--- config.mk ---
export PLATFORM = sky130hd
export DESIGN_NAME = seq_pattern_gen_flat
export DESIGN_NICKNAME = d
export VERILOG_FILES = /design/src/rtl/seq_pattern_gen_if.sv /design/src/rtl/seq_pattern_gen.sv /design/src/flat_wrapper.sv
export SDC_FILE = /design/constraint.sdc
export NUM_CORES = 1
export LEC_CHECK = 0
export ABC_AREA = 1
export CAP_MARGIN = 5
export CORE_MARGIN = 3
export CORE_UTILIZATION = 54
export CTS_CLUSTER_DIAMETER = 150
export DETAILED_ROUTE_END_ITERATION = 16
export PLACE_DENSITY = 0.79
export SLEW_MARGIN = 20
export SYNTH_ARGS = -nofsm -noshare
export SYNTH_HDL_FRONTEND = slang
export SYNTH_SLANG_ARGS = --single-unit
--- constraint.sdc ---
create_clock -name clk -period 2 [get_ports clk]
set_input_delay 0.2 -clock clk [delete_from_list [all_inputs] [get_ports clk]]
set_output_delay 0.2 -clock clk [all_outputs]
set_load 0.02 [all_outputs]
--- src/rtl/seq_pattern_gen_if.sv ---
// Request/stream interface of the 2-bit symbol pattern generator.
// The master side issues burst requests and consumes the symbol stream.
// The slave side is the generator itself.
interface seq_pattern_gen_if #(
  parameter int CW = 4,
  parameter int FW = 4
);
  logic          start;
  logic          abort;
  logic [CW-1:0] len1;
  logic [CW-1:0] len2;
  logic [CW-1:0] len3;
  logic [FW-1:0] frames;
  logic [1:0]    num;
  logic          busy;
  logic          done;

  modport master (
    output start, abort, len1, len2, len3, frames,
    input  num, busy, done
  );

  modport slave (
    input  start, abort, len1, len2, len3, frames,
    output num, busy, done
  );
endinterface

--- src/rtl/seq_pattern_gen.sv ---
// Symbol pattern generator feeding the 01->10->11 sequence detector.
// A start request emits one or more frames of 01 x L1, 10 x L2, 11 x L3,
// optionally separated by GAP_LEN idle 00 symbols. All outputs are registered.
module seq_pattern_gen #(
  parameter int CW      = 4,
  parameter int FW      = 4,
  parameter int GAP_LEN = 2
) (
  input logic             clk,
  input logic             rst_n,
  seq_pattern_gen_if.slave bus
);

  typedef enum logic [2:0] {
    IDLE,
    P1,
    P2,
    P3,
    GAP
  } state_t;

  // Gap counter wide enough to hold GAP_LEN-1; one bit minimum so the
  // no-gap build still has a legal (unused) register.
  localparam int GW = (GAP_LEN > 1) ? $clog2(GAP_LEN) : 1;

  localparam logic [1:0] SYM_IDLE = 2'b00;
  localparam logic [1:0] SYM_P1   = 2'b01;
  localparam logic [1:0] SYM_P2   = 2'b10;
  localparam logic [1:0] SYM_P3   = 2'b11;

  state_t        state;
  logic [CW-1:0] l1_q;
  logic [CW-1:0] l2_q;
  logic [CW-1:0] l3_q;
  logic [CW-1:0] ph_cnt;
  logic [FW-1:0] frm_cnt;
  logic [GW-1:0] gap_cnt;
  logic [1:0]    num_q;
  logic          busy_q;
  logic          done_q;

  // A zero length would mean an empty phase; treat it as one symbol.
  function automatic logic [CW-1:0] fix_len(input logic [CW-1:0] v);
    return (v == '0) ? CW'(1) : v;
  endfunction

  function automatic logic [FW-1:0] fix_frm(input logic [FW-1:0] v);
    return (v == '0) ? FW'(1) : v;
  endfunction

  // Burst sequencer: phase/frame/gap counting with registered symbol outputs.
  // NOTE: state and outputs update together with non-blocking assignments so
  // every register sees the pre-edge values; the async reset branch clears
  // every register, so nothing powers up undefined.
  always_ff @(posedge clk or negedge rst_n) begin
    if (!rst_n) begin
      state   <= IDLE;
      l1_q    <= '0;
      l2_q    <= '0;
      l3_q    <= '0;
      ph_cnt  <= '0;
      frm_cnt <= '0;
      gap_cnt <= '0;
      num_q   <= SYM_IDLE;
      busy_q  <= 1'b0;
      done_q  <= 1'b0;
    end else begin
      done_q <= 1'b0;
      if (bus.abort) begin
        // Cancel wins over everything, including a start while idle.
        state  <= IDLE;
        num_q  <= SYM_IDLE;
        busy_q <= 1'b0;
      end else begin
        case (state)
          IDLE: begin
            if (bus.start) begin
              l1_q    <= fix_len(bus.len1);
              l2_q    <= fix_len(bus.len2);
              l3_q    <= fix_len(bus.len3);
              frm_cnt <= fix_frm(bus.frames);
              ph_cnt  <= fix_len(bus.len1) - 1'b1;
              state   <= P1;
              num_q   <= SYM_P1;
              busy_q  <= 1'b1;
            end
          end

          P1: begin
            if (ph_cnt == '0) begin
              ph_cnt <= l2_q - 1'b1;
              state  <= P2;
              num_q  <= SYM_P2;
            end else begin
              ph_cnt <= ph_cnt - 1'b1;
            end
          end

          P2: begin
            if (ph_cnt == '0) begin
              ph_cnt <= l3_q - 1'b1;
              state  <= P3;
              num_q  <= SYM_P3;
            end else begin
              ph_cnt <= ph_cnt - 1'b1;
            end
          end

          P3: begin
            if (ph_cnt == '0) begin
              frm_cnt <= frm_cnt - 1'b1;
              if (frm_cnt == FW'(1)) begin
                state  <= IDLE;
                num_q  <= SYM_IDLE;
                busy_q <= 1'b0;
                done_q <= 1'b1;
              end else if (GAP_LEN > 0) begin
                gap_cnt <= GW'(GAP_LEN - 1);
                state   <= GAP;
                num_q   <= SYM_IDLE;
              end else begin
                ph_cnt <= l1_q - 1'b1;
                state  <= P1;
                num_q  <= SYM_P1;
              end
            end else begin
              ph_cnt <= ph_cnt - 1'b1;
            end
          end

          GAP: begin
            if (gap_cnt == '0) begin
              ph_cnt <= l1_q - 1'b1;
              state  <= P1;
              num_q  <= SYM_P1;
            end else begin
              gap_cnt <= gap_cnt - 1'b1;
            end
          end

          default: begin
            state  <= IDLE;
            num_q  <= SYM_IDLE;
            busy_q <= 1'b0;
          end
        endcase
      end
    end
  end

  assign bus.num  = num_q;
  assign bus.busy = busy_q;
  assign bus.done = done_q;

endmodule

--- src/flat_wrapper.sv ---
// flat-port wrapper written by rule: the top's interface ports become plain ports
module seq_pattern_gen_flat 
#(
  parameter int CW      = 4,
  parameter int FW      = 4,
  parameter int GAP_LEN = 2
)
  (clk, rst_n, bus_start, bus_abort, bus_len1, bus_len2, bus_len3, bus_frames, bus_num, bus_busy, bus_done);
  seq_pattern_gen_if #(.CW(CW), .FW(FW)) bus_i ();
  input logic clk;
  input logic rst_n;
  input wire logic [$bits(bus_i.start)-1:0] bus_start;
  input wire logic [$bits(bus_i.abort)-1:0] bus_abort;
  input wire logic [$bits(bus_i.len1)-1:0] bus_len1;
  input wire logic [$bits(bus_i.len2)-1:0] bus_len2;
  input wire logic [$bits(bus_i.len3)-1:0] bus_len3;
  input wire logic [$bits(bus_i.frames)-1:0] bus_frames;
  output wire logic [$bits(bus_i.num)-1:0] bus_num;
  output wire logic [$bits(bus_i.busy)-1:0] bus_busy;
  output wire logic [$bits(bus_i.done)-1:0] bus_done;
  assign bus_i.start = bus_start;
  assign bus_i.abort = bus_abort;
  assign bus_i.len1 = bus_len1;
  assign bus_i.len2 = bus_len2;
  assign bus_i.len3 = bus_len3;
  assign bus_i.frames = bus_frames;
  assign bus_num = bus_i.num;
  assign bus_busy = bus_i.busy;
  assign bus_done = bus_i.done;
  seq_pattern_gen #(.CW(CW), .FW(FW), .GAP_LEN(GAP_LEN)) u_core (.clk(clk), .rst_n(rst_n), .bus(bus_i));
endmodule
==> summary.txt, run 1 <==
Place
  • Cells after DPL: 309
  • HPWL after DPL: 2680 um
  • Pre-CTS worst setup slack: 0.241 ns
  • GPL Wtd Cong: 0.827
  • Port bufs: 23

Floorplanning
  • Initial core utilization: 57.1%
  • Die Y-Extent: 63.3 um
  • Row cnt: 20
  • I/O pins: 24
  • Core area: 3100 um2
  • Die area: 4000 um2
  • Die W: 63.3 um

Worst setup path
  • Critical path's largest stage delay: 0.48 ns
  • Worst Path Class, Setup: flip-flop to flip-flop
  • Crit path required time: 2.29 ns
  • CP Cell Sequence: nor2_4 > nand2_4 > or2_1 > nand2_2 > ha_1 > o21ai_0 > nor2_1 > nor2_1
  • CP Launch Type: flip-flop
  • CP arrival: 2.08 ns
  • Slowest-stage cell, CP: dfrtp_1
  • CP endpoint kind: flip-flop
  • Worst-path fanout max: 9
  • CP dominant cell by count: nor2_1

Clock network
  • CTS Buf Count: 3
  • Post-CTS Resized: 0
  • Clock slew at reported path FFs: 0.15 ns
  • Clock latency on the worst-skew pair: 0.34 ns
  • CTS sink cnt: 28
  • # Post-CTS Setup Buffers: 0
  • Post-CTS Hold Fix Bufs: 0
  • H-tree lvl count: 1
  • Maximum root-to-sink buffer count: 2
  • CTS tree: built
  • Root buffer cell: clkbuf_4

Global route
  • First-pass GRT wire length: 6380 um
  • GRT overflow: 0
  • Initial antenna violation count: 0
  • Via count of the first global-routing pass: 1511
  • GRT Total Usage: 19.8%
  • Largest net degree at the start of global routing: 29

Synthesis
  • Seq cells post-synth: 28
  • Largest cells by area after synthesis: dfrtp_1 (40%), nand2_1 (14%), inv_1 (7.0%)
  • Post-synthesis sequential area ratio: 39.5%
  • Synth area leader: dfrtp_1
  • Cells after synthesis: 243
  • Syn nets: 270
  • Yosys top cell area share: 39.5%
  • Synthesized cell area: 1770 um2
  • Synth unique cells: 30
  • Warnings, synthesis: 0
  • Syn avg cell area: 7.29 um2

Outcome
  • Outcome: finished, final reports clean

Cells and area
  • Area Overhead vs Synth: 19.2%
  • Commonest non-fill, non-tap cell in the layout: nand2_1
  • Most frequent cells in the layout: nand2_1 (65), inv_1 (33), dfrtp_1 (28), o21ai_0 (24)
  • Final Net Count: 297
  • Layout cells sized above 1: 8.18%
  • Fin util: 68.1%
  • Layout Cells excl Fill: 313
  • N_diodes: 0

Route
  • Via-per-instance ratio: 5.00
  • DRC errors left: 0
  • Antenna-violating nets left: 0
  • DR iter-0 viols: 91
  • Pre-antenna DRT Iters: 4
  • Final Routed Wirelength: 3550 um
  • Via count: 1564
  • DR WL/cell: 11.3 um

STA
  • Fmax: 557 MHz
  • Tcrit/Tclk final: 89.8%
  • Setup Skew: 0.00383 ns
  • Final setup fails: 0
  • Final TNS setup: 0 ns
  • Worst slew margin: 75.9%
  • Final Max Tran Viols: 0
  • Final Hold Vio Count: 0
  • Final worst setup slack: 0.205 ns
  • Hold slack: 0.209 ns
  • RSZ-0062 raised after global routing: false
  • Tmin final: 1.80 ns
  • Slew @ Worst Pin: 0.361 ns

Power
  • Worst vdd ir: 0.575 mV
  • Leakage power: 1.08 nW
  • Power per cell area: 1330 nW/um2

Worst hold path
  • Worst hold path class: primary input to async pin

Job
  • Max Cap Violations: 0
stage by stage:
step | power [W] | area, um2
after floorplan | 0.00208 | 1770
after detailed placement | 0.00245 | 2060
after global routing | 0.00310 | 2110
final | 0.00281 | 2110
after global placement | 0.00241 | 2060
after CTS | 0.00284 | 2110
state kept, by name, summed over array words and instances, names as in the netlist:
signal           count
u_core.l2_q          4
u_core.frm_cnt       4
u_core.ph_cnt        4
u_core.bus.done      1
u_core.l3_q          4
u_core.l1_q          4
u_core.state         3
u_core.gap_cnt       1
u_core.bus.num       2
u_core.bus.busy      1
path summary, 6_finish.rpt:
path,start,end,slack (ns),depth (start not counted)
worst max register to register,u_core.state[1],u_core.ph_cnt[1],0.20,8
worst min register to register,u_core.l1_q[3],u_core.l1_q[3],0.51,2
min in group clk,bus_len2[1],u_core.l2_q[1],0.41,3
max in group asynchronous,rst_n,u_core.ph_cnt[0],1.52,2
worst max-delay path,u_core.state[1],u_core.ph_cnt[1],0.20,8
worst min-delay path,rst_n,u_core.frm_cnt[2],0.21,2
power breakdown:
part | internal, W | switching [W] | total, W
clock network | 0.000203 | 0.000176 | 0.000379
logic | 0.000567 | 0.000856 | 0.00142
registers | 0.000817 | 0.000192 | 0.00101
cell type report:
cell class,instances,area [um2]
inverters,36,135
flip-flops and latches,28,701
multi-input cells,175,916
well taps,44,55.1
clock inverters,1,30.0
fillers,290,991
repair buffers,26,253
clock buffers,3,22.5
Yosys cell counts:
cell type and n:
a21oi_1 5, xnor2_1 4, a31oi_1 4, nand3b_1 2, xor2_1 3, nand3_1 19, ha_1 7, nor2_1 23
o21ai_1 1, nand3_2 1, o211ai_1 2, o21ai_2 1, or2_1 1, nor2_4 2, nand2_1 65, clkbuf_2 1
inv_2 3, dfrtp_1 28, a21oi_2 1, nand4_2 1, o21ai_0 24, nor3_2 1, o221ai_1 1, nand2_4 1
o22ai_1 1, buf_2 3, or2_2 1, nor4_1 1, nand2_2 3, inv_1 33
worst max-delay path: cells and delay by family (launching register included):
family	cells	cell delay, ns
compound gates	1	0.17
simple gates	6	0.87
fa+ha+maj	1	0.22
flops	1	0.48
layer usage:
layer | global-route usage [%] | vias to the layer above | routed length (um)
met3 | 2.85 | 5 | 229
met5 | 0 | - | 0
met4 | 6.74 | 0 | 57
met1 | 25.1 | 693 | 1590
met2 | 34.4 | 36 | 1670
li1 | - | 830 | -
logic make-up (layout without fill, tap and decap cells):
family	Yosys count	in the layout	synth area share, %
buffers and inverters	40	66	8.76
xor gates and xnor gates	7	7	3.46
adders and majority gates	7	7	4.94
and+or+nand+nor	121	121	30.7
AOI/OAI and AO/OA	40	40	12.6
DFF	28	28	39.5
No activity file was read; power rests on OpenSTA's default activity.
==> run 2: changes to the inputs <==
- CORE_UTILIZATION: 54 -> 55
- CTS_BUF_LIST: default -> sky130_fd_sc_hd__clkbuf_8
- PLACE_DENSITY: 0.79 -> 0.8
==> summary.txt, run 2 (synthesis results as in run 1) <==
Outcome
  • Outcome: finished, final reports clean (unchanged)

STA
  • Fmax: 562 MHz (was 557 MHz)
  • Final Hold Vio Count: 0 (unchanged)
  • RSZ-0062 raised after global routing: false (unchanged)
  • Tmin final: 1.78 ns (was 1.80 ns)
  • Setup Skew: 0.00573 ns (was 0.00383 ns)
  • Final TNS setup: 0 ns (unchanged)
  • Worst slew margin: 72.3% (was 75.9%)
  • Final Max Tran Viols: 0 (unchanged)
  • Slew @ Worst Pin: 0.414 ns (was 0.361 ns)
  • Tcrit/Tclk final: 88.9% (was 89.8%)
  • Final setup fails: 0 (unchanged)

Worst setup path
  • Worst r2r dst: u_core.ph_cnt[1] (unchanged)
  • Worst-path fanout max: 9 (unchanged)
  • CP Launch Type: flip-flop (unchanged)
  • CP dominant cell by count: nor2_1 (unchanged)
  • Slowest-stage cell, CP: dfrtp_1 (unchanged)
  • CP endpoint kind: flip-flop (unchanged)
  • Crit path max-delay family: simple AND/OR/NAND/NOR gates (unchanged)
  • Flop-to-flop setup slack: 0.22 ns (was 0.20 ns)
  • Setup crit start: u_core.state[1] (unchanged)
  • CP bufs+invs: 0 (unchanged)
  • CP Cell Sequence: nor2_4 > nand2_4 > or2_1 > nand2_2 > ha_1 > o21ai_0 > nor2_1 > nor2_1 (unchanged)
  • Reg2reg path depth: 8 (unchanged)
  • Worst R2R Start: u_core.state[1] (unchanged)
  • Critical path's largest stage delay: 0.47 ns (was 0.48 ns)
  • CP arrival: 2.00 ns (was 2.08 ns)
  • Crit path required time: 2.22 ns (was 2.29 ns)
  • Worst Path Class, Setup: flip-flop to flip-flop (unchanged)
  • Crit path capture: u_core.ph_cnt[1] (unchanged)
  • Levels on crit path: 8 (unchanged)

Cells and area
  • Area Overhead vs Synth: 20.6% (was 19.2%)
  • Layout Cells excl Fill: 312 (was 313)
  • N_diodes: 0 (unchanged)
  • Register area: 701 um2 (unchanged)
  • Final Net Count: 298 (was 297)
  • Commonest non-fill, non-tap cell in the layout: nand2_1 (unchanged)
  • Area of the multi-input gates: 916 um2 (unchanged)
  • Fillers: 240 (was 290)
  • Layout cells sized above 1: 8.52% (was 8.18%)
  • Most frequent cells in the layout: nand2_1 (65), inv_1 (33), dfrtp_1 (28), o21ai_0 (24) (unchanged)

Clock network
  • CTS Buf Count: 3 (unchanged)
  • Clock latency on the worst-skew pair: 0.28 ns (was 0.34 ns)
  • Clock slew at reported path FFs: 0.10 ns (was 0.15 ns)
  • Root buffer cell: clkbuf_8 (was clkbuf_4)
  • Post-CTS Resized: 0 (unchanged)
  • # Post-CTS Setup Buffers: 0 (unchanged)
  • CTS sink cnt: 28 (unchanged)
  • CTS tree: built (unchanged)
  • Maximum root-to-sink buffer count: 2 (unchanged)
  • Post-CTS Hold Fix Bufs: 0 (unchanged)
  • H-tree lvl count: 1 (unchanged)

Route
  • Antenna-violating nets left: 0 (unchanged)
  • DR iter-0 viols: 93 (was 91)
  • Routed wl met3: 147 um (was 229 um)
  • DRC errors left: 0 (unchanged)
  • Via count: 1575 (was 1564)
  • DR WL/cell: 11.4 um (was 11.3 um)
  • Top sig layer: met4 (unchanged)
  • DRT met1 WL: 1700 um (was 1590 um)
  • Pre-antenna DRT Iters: 4 (unchanged)
  • Final Routed Wirelength: 3570 um (was 3550 um)
  • Via-per-instance ratio: 5.05 (was 5.00)
  • DR WL met2: 1670 um (about the same)

Power
  • Leakage power: 1.10 nW (was 1.08 nW)
  • Power per cell area: 1350 nW/um2 (was 1330 nW/um2)
  • Worst vdd ir: 0.839 mV (was 0.575 mV)

Floorplanning
  • Die area: 3940 um2 (was 4000 um2)
  • I/O pins: 24 (unchanged)
  • Row cnt: 19 (was 20)
  • Die Y-Extent: 62.8 um (was 63.3 um)
  • Core area: 2900 um2 (was 3100 um2)
  • Die W: 62.8 um (was 63.3 um)
  • Initial core utilization: 61.1% (was 57.1%)

Global route
  • Largest net degree at the start of global routing: 29 (unchanged)
  • GRT Total Usage: 19.9% (was 19.8%)
  • Via count of the first global-routing pass: 1512 (was 1511)
  • GRT overflow: 0 (unchanged)
  • Initial antenna violation count: 0 (unchanged)
  • First-pass GRT wire length: 6520 um (was 6380 um)

Job
  • Max Cap Violations: 0 (unchanged)

Place
  • GPL Wtd Cong: 0.902 (was 0.827)
  • Cells after DPL: 308 (was 309)
  • Port bufs: 23 (unchanged)
  • HPWL after DPL: 2660 um (was 2680 um)

Worst hold path
  • Worst hold path class: primary input to async pin (unchanged)
[run 2: changes by cell type in the layout (fill, tap and decap cells not counted)]
cell	before	now
buf_4	3	4
clkbuf_4	3	0
clkbuf_8	0	3
[run 2: worst reg2reg max path: cells and delay by family, from the launching register on]
family / cells / cell delay, ns
AO/OA/AOI/OAI: 1 / 0.16
AND/OR/NAND/NOR: 6 / 0.86
adder cells (fa/ha/maj): 1 / 0.23
flip-flops: 1 / 0.47
[run 2: power breakdown]
group	switching (W)	total, W	internal, W
Clock	0.000183	0.000451	0.000268
Sequential	0.000191	0.00101	0.000819
Combinational	0.000859	0.00143	0.000570
Total	0.00123	0.00289	0.00166
[run 2: routing by layer]
layer,vias to the layer above,global-route usage (%)
met1,699,25.4
met3,7,3.96
li1,830,-
met4,0,4.41
met5,-,0
met2,39,34.8
[run 2: area by class of cell]
type | instances | share of cell area (%)
clock buffer | 3 | 1.93
sequential | 28 | 32.8
multi-input combinational | 175 | 42.9
timing repair buffer | 27 | 12.2
tap | 42 | 2.46
inverter | 36 | 6.33
clock inverter | 1 | 1.41
[run 2: worst min-delay path by stage]
stage / start / endpoint / slack [ns]
after floorplan: rst_n / u_core.bus.busy / -0.1
after global placement: u_core.l1_q[0] / u_core.l1_q[0] / 0.46
after detailed placement: u_core.l1_q[0] / u_core.l1_q[0] / 0.47
after CTS: rst_n / u_core.l2_q[1] / 0.30
after global routing: rst_n / u_core.frm_cnt[0] / 0.33
final: rst_n / u_core.l2_q[1] / 0.29
[run 2: per-stage QoR]
stage / hold slack (ns) / utilization [%] / power [W] / instance area [um2] / setup slack, ns
5_1_grt: 0.332 / 73.6 / 0.00319 / 2140 / 0.0307
6_report: 0.287 / 73.6 / 0.00289 / 2140 / 0.221
3_5_place_dp: 0.466 / 71.2 / 0.00244 / 2060 / 0.254
2_1_floorplan: -0.0956 / - / 0.00208 / 1770 / 0.423
3_3_place_gp: 0.461 / 71.2 / 0.00240 / 2060 / 0.275
4_1_cts: 0.300 / 73.6 / 0.00290 / 2140 / 0.222
